[src/rtl/kronos_mem_arbiter.sv]
// Two-port (fetch / load-store) arbiter onto one req/ack memory bus.
// Optional KRONOS_ARB_ROUND_ROBIN_EN replaces fixed data priority plus starvation counter with round-robin.
module kronos_mem_arbiter #(
    parameter int STARVE_LIMIT = 4,
    parameter int CNT_W        = 3
) (
    input  logic        clk,
    input  logic        rstz,
    input  logic [31:0] instr_addr,
    input  logic        instr_req,
    output logic        instr_ack,
    output logic [31:0] instr_data,
    input  logic [31:0] data_addr,
    input  logic [31:0] data_wr_data,
    input  logic [3:0]  data_mask,
    input  logic        data_wr_en,
    input  logic        data_req,
    output logic        data_ack,
    output logic [31:0] data_rd_data,
    output logic [31:0] mem_addr,
    output logic [31:0] mem_wr_data,
    output logic [3:0]  mem_mask,
    output logic        mem_wr_en,
    output logic        mem_req,
    input  logic        mem_ack,
    input  logic [31:0] mem_rd_data,
    output logic [1:0]  grant
);

    typedef enum logic [1:0] {
        IDLE  = 2'b00,
        GNT_I = 2'b01,
        GNT_D = 2'b10
    } state_t;

    state_t state_q, state_d;
    logic   pick_data;

    always_ff @(posedge clk or negedge rstz) begin
        if (!rstz) begin
            state_q <= IDLE;
        end else begin
            state_q <= state_d;
        end
    end

`ifdef KRONOS_ARB_ROUND_ROBIN_EN
    // last_owner_q: 1 = data served last, 0 = instruction served last
    logic last_owner_q, last_owner_d;

    assign pick_data = data_req && (!instr_req || !last_owner_q);

    always_ff @(posedge clk or negedge rstz) begin
        if (!rstz) begin
            last_owner_q <= 1'b1;
        end else begin
            last_owner_q <= last_owner_d;
        end
    end

    always_comb begin
        last_owner_d = last_owner_q;
        if (state_q == IDLE) begin
            if (state_d == GNT_D) begin
                last_owner_d = 1'b1;
            end else if (state_d == GNT_I) begin
                last_owner_d = 1'b0;
            end
        end
    end
`else
    logic [CNT_W-1:0] cnt_q, cnt_d;
    logic             starved;

    assign starved   = instr_req && (cnt_q == CNT_W'(STARVE_LIMIT));
    assign pick_data = data_req && !starved;

    always_ff @(posedge clk or negedge rstz) begin
        if (!rstz) begin
            cnt_q <= '0;
        end else begin
            cnt_q <= cnt_d;
        end
    end

    // Counts data grants that bypassed a waiting fetch; saturates at the limit.
    always_comb begin
        cnt_d = cnt_q;
        if (state_q == IDLE) begin
            if (!instr_req || state_d == GNT_I) begin
                cnt_d = '0;
            end else if (state_d == GNT_D && cnt_q != CNT_W'(STARVE_LIMIT)) begin
                cnt_d = cnt_q + CNT_W'(1);
            end
        end
    end
`endif

    always_comb begin
        state_d = state_q;
        case (state_q)
            IDLE: begin
                if (pick_data) begin
                    state_d = GNT_D;
                end else if (instr_req) begin
                    state_d = GNT_I;
                end
            end
            GNT_I, GNT_D: begin
                if (mem_ack) begin
                    state_d = IDLE;
                end
            end
            default: state_d = IDLE;
        endcase
    end

    always_comb begin
        mem_addr     = '0;
        mem_wr_data  = '0;
        mem_mask     = '0;
        mem_wr_en    = 1'b0;
        mem_req      = 1'b0;
        instr_ack    = 1'b0;
        instr_data   = '0;
        data_ack     = 1'b0;
        data_rd_data = '0;
        case (state_q)
            GNT_I: begin
                mem_req    = 1'b1;
                mem_addr   = instr_addr;
                mem_mask   = 4'hF;
                instr_ack  = mem_ack;
                instr_data = mem_ack ? mem_rd_data : '0;
            end
            GNT_D: begin
                mem_req      = 1'b1;
                mem_addr     = data_addr;
                mem_wr_data  = data_wr_data;
                mem_mask     = data_mask;
                mem_wr_en    = data_wr_en;
                data_ack     = mem_ack;
                data_rd_data = mem_ack ? mem_rd_data : '0;
            end
            default: ;
        endcase
    end

    assign grant = state_q;

endmodule

[config.mk]
export PLATFORM = sky130hd
export DESIGN_NAME = kronos_mem_arbiter
export DESIGN_NICKNAME = d
export VERILOG_FILES = /design/src/rtl/kronos_mem_arbiter.sv
export SDC_FILE = /design/constraint.sdc
export NUM_CORES = 1
export LEC_CHECK = 0
export CAP_MARGIN = 20
export CELL_PAD_IN_SITES_DETAIL_PLACEMENT = 0
export CELL_PAD_IN_SITES_GLOBAL_PLACEMENT = 1
export CORE_ASPECT_RATIO = 2
export CORE_MARGIN = 2
export CORE_UTILIZATION = 13
export CTS_CLUSTER_SIZE = 40
export DETAILED_ROUTE_END_ITERATION = 16
export PLACE_DENSITY = 0.87
export SLEW_MARGIN = 30
export SYNTH_ARGS = -nofsm -noshare
export SYNTH_HDL_FRONTEND = slang
export SYNTH_SLANG_ARGS = --single-unit
[constraint.sdc]
create_clock -name clk -period 3.75 [get_ports clk]
set_clock_uncertainty 0.15 [all_clocks]
set_input_delay 0.5625 -clock clk [delete_from_list [all_inputs] [get_ports clk]]
set_output_delay 0.5625 -clock clk [all_outputs]
set_load 0.02 [all_outputs]
==> qor.yml <==
status:
  status: "finished, final reports clean"
grt:
  grt-ovfl-total: 0
  grt_pass1_wl_mm: 14.2
  grt_pass1_vias: 2866
  track_usage_pct: 12.3
  antenna_found_initial: 0
  grt_max_degree: 69
clock_network:
  tritoncts: "yes"
  cts_buffer_depth: 2
  cts_buffers: 3
  cts_sinks: 5
  post_cts_buffers: 0
  clock_latency_ns: 0.23
  clk_pin_slew_ns: 0.03
  hold_buffers: 0
  root_buffer: "clkbuf_16"
  ctsResizeCount: 0
  h-tree-depth: 1
route:
  routed_wl_mm: 9.44
  wl_per_cell_um: 14.5
  ant_nets: 0
  dr_total_vias: 2874
  dr.pass1.iters: 4
  drt-initial-drc-count: 57
  routed_via_density: 4.41
  detail_route.drc_violations: 0
floorplanning:
  start_util_pct: 13.3
  fp.dieH_um: 165
  die_area_mm2: 0.0139
  io_pins: 276
  chipWidth_um: 84.4
  rows: 58
  core_area_mm2: 0.0126
synth:
  yosys-top-cells-count: "64 x and3_1, 38 x nor2b_1, 35 x and2_1"
  synth_flop_cell: "dfrtp_1"
  ys_types: 30
  synth_seq_area_share_pct: 7.45
  ys_seq_elements: 5
  synth_fp_nets: 392
  synth-async-reset-ratio_pct: 100
  synthDominantCellAreaShare_pct: 23.8
  yosysWarningCount: 0
  synthCells: 248
  synth_area_mm2: 0.00168
  post-synth-top-count-cell: "and3_1"
  synth_area_per_cell_um2: 6.78
  synth_top_area_cell: "and3_1"
  synth.area.top_cells: "and3_1 24%, a22oi_1 14%, nor2b_1 14%, and2_1 13%, dfrtp_1 7.4%"
  synth-edff-count: 0
finish:
  register_area_um2: 125
  n_antenna_cell: 0
  area_delta_synth_final_pct: 177
  fin_nets: 647
  fill_cells: 1308
  drive_gt1_share_pct: 3.19
  multi_input_area_mm2: 0.00141
  final_core_utilization_pct: 36.8
power_and_ir_drop:
  ir_drop_v: 0.000447
  leakage_nw: 1.88
  powerDensity_mw_per_mm2: 499
timing:
  worst_slew_pin_slew_ns: 0.586
  finalCritPeriodShare_pct: 88.9
  fmax_mhz: 300
  holdWs_ns: 0.365
  final-hold-violation-count: 0
  fin_crit_ns: 3.34
  tns_ns: 0
  rsz0062_at_grt: "no"
  finalSetupViolations: 0
  relSlewSlack_pct: 61.0
  finalMaxSlewViolations: 0
setup_path:
  critPathArrivalTime_ns: 2.62
  path_class: "flip-flop to output pin"
  cp_max_fo: 32
  crit_start: "grant[0]"
  r2r-start: "grant[1]"
  regToRegSetupSlack_ns: 0.95
  worstReg2RegEnd: "cnt_q[1]"
  cp-end-kind: "output pin"
  reg2reg_depth: 8
  start_kind: "flip-flop"
  worstPathRequired_ns: 3.04
worst_hold_path:
  hold_path_depth: 1
  hold_end: "cnt_q[0]"
  min_from: "cnt_q[0]"
  hold_class: "flip-flop to flip-flop"
placement:
  io_buffers: 275
  gp_routability_congestion: 0.794
  place_hpwl_mm: 7.61
run:
  cap_viol_max_count: 0
-- final cells by class --
type                    count  area share, %
inverters                   8          0.646
clock buffers               4           1.70
repair buffers            280           60.6
multi-input cells         205           30.3
flip-flops and latches      5           2.69
well taps                 150           4.04
-- layer usage --
| layer | track usage, % | share of wire [%] | vias to the layer above | wire, µm |
|---|---|---|---|---|
| met5 | 0 | 0 | - | 0 |
| met4 | 1.59 | 0.71 | 0 | 67 |
| met3 | 3.20 | 10 | 6 | 980 |
| met2 | 25.5 | 54 | 186 | 5120 |
| met1 | 12.2 | 35 | 1296 | 3270 |
| li1 | - | - | 1386 | - |
-- registers in the layout (all words and copies together), names as in the netlist --
signal	count
cnt_q	3
grant	2
-- report_power, final --
group | internal, mW | switching [mW]
combinational | 1.01 | 1.04
sequential | 0.0705 | 0.0219
clock | 0.141 | 0.0352
-- per-stage QoR --
stage               power, mW  area (µm²)  instances  worst slack [ns]
floorplan                1.22        1680        248              1.21
global placement         2.13        4570        648             0.704
detailed placement       2.16        4570        648             0.592
CTS                      2.34        4650        652             0.350
global route             2.47        4650        652             0.220
finish                   2.32        4650        652             0.415
-- critical path, cell delays in order (launching register included) --
cell,delay [ns]
dfrtp_1,0.41
inv_1,0.14
ha_2,0.58
buf_4,0.35
a22oi_1,0.13
nor2b_1,0.15
clkdlybuf4s50_1,0.63
-- worst max path at each step --
stage,end,slack [ns],depth (start not counted)
6_report,mem_addr[20],0.41,6
5_1_grt,mem_addr[27],0.22,6
3_5_place_dp,mem_addr[20],0.59,6
4_1_cts,mem_addr[20],0.35,6
2_1_floorplan,data_rd_data[10],1.21,6
3_3_place_gp,mem_addr[8],0.70,6
-- kinds of logic after synthesis --
group                      share of synthesized area, %
and+or+nand+nor                                    55.5
AOI/OAI and AO/OA                                  23.1
buffers and inverters                              8.93
adders and majority gates                          4.47
DFF                                                7.45
muxes                                             0.596
-- cell usage in the layout, fill, tap and decap left out --
| cell type | Yosys | layout |
|---|---|---|
| o31a_1 | 1 | 1 |
| a2111oi_4 | 1 | 1 |
| clkdlybuf4s50_1 | 0 | 275 |
| or2_2 | 1 | 1 |
| inv_1 | 7 | 7 |
| o211a_1 | 1 | 1 |
| o22ai_1 | 1 | 1 |
| ha_2 | 0 | 2 |
| clkbuf_16 | 0 | 3 |
| nor3b_1 | 1 | 1 |
| nor2b_4 | 1 | 1 |
| a2111oi_2 | 1 | 1 |
| ha_1 | 6 | 4 |
| and3_1 | 64 | 64 |
| dfrtp_1 | 5 | 5 |
| o211ai_1 | 3 | 3 |
| buf_12 | 0 | 2 |
| inv_2 | 1 | 1 |
| a211oi_1 | 1 | 1 |
| a21bo_1 | 1 | 1 |
| o21ai_1 | 1 | 1 |
| nand4_1 | 2 | 2 |
| buf_4 | 0 | 3 |
| a21oi_1 | 6 | 6 |
| mux2i_1 | 1 | 1 |
| nand2_1 | 3 | 3 |
| o21ai_0 | 1 | 1 |
| or2b_1 | 1 | 1 |
| nand3_2 | 1 | 1 |
| and2_1 | 35 | 35 |
| clkbuf_1 | 29 | 1 |
| a22oi_1 | 32 | 32 |
| nand2b_1 | 1 | 1 |
| nor2b_1 | 38 | 38 |
No activity file was read; power rests on OpenSTA's default activity.
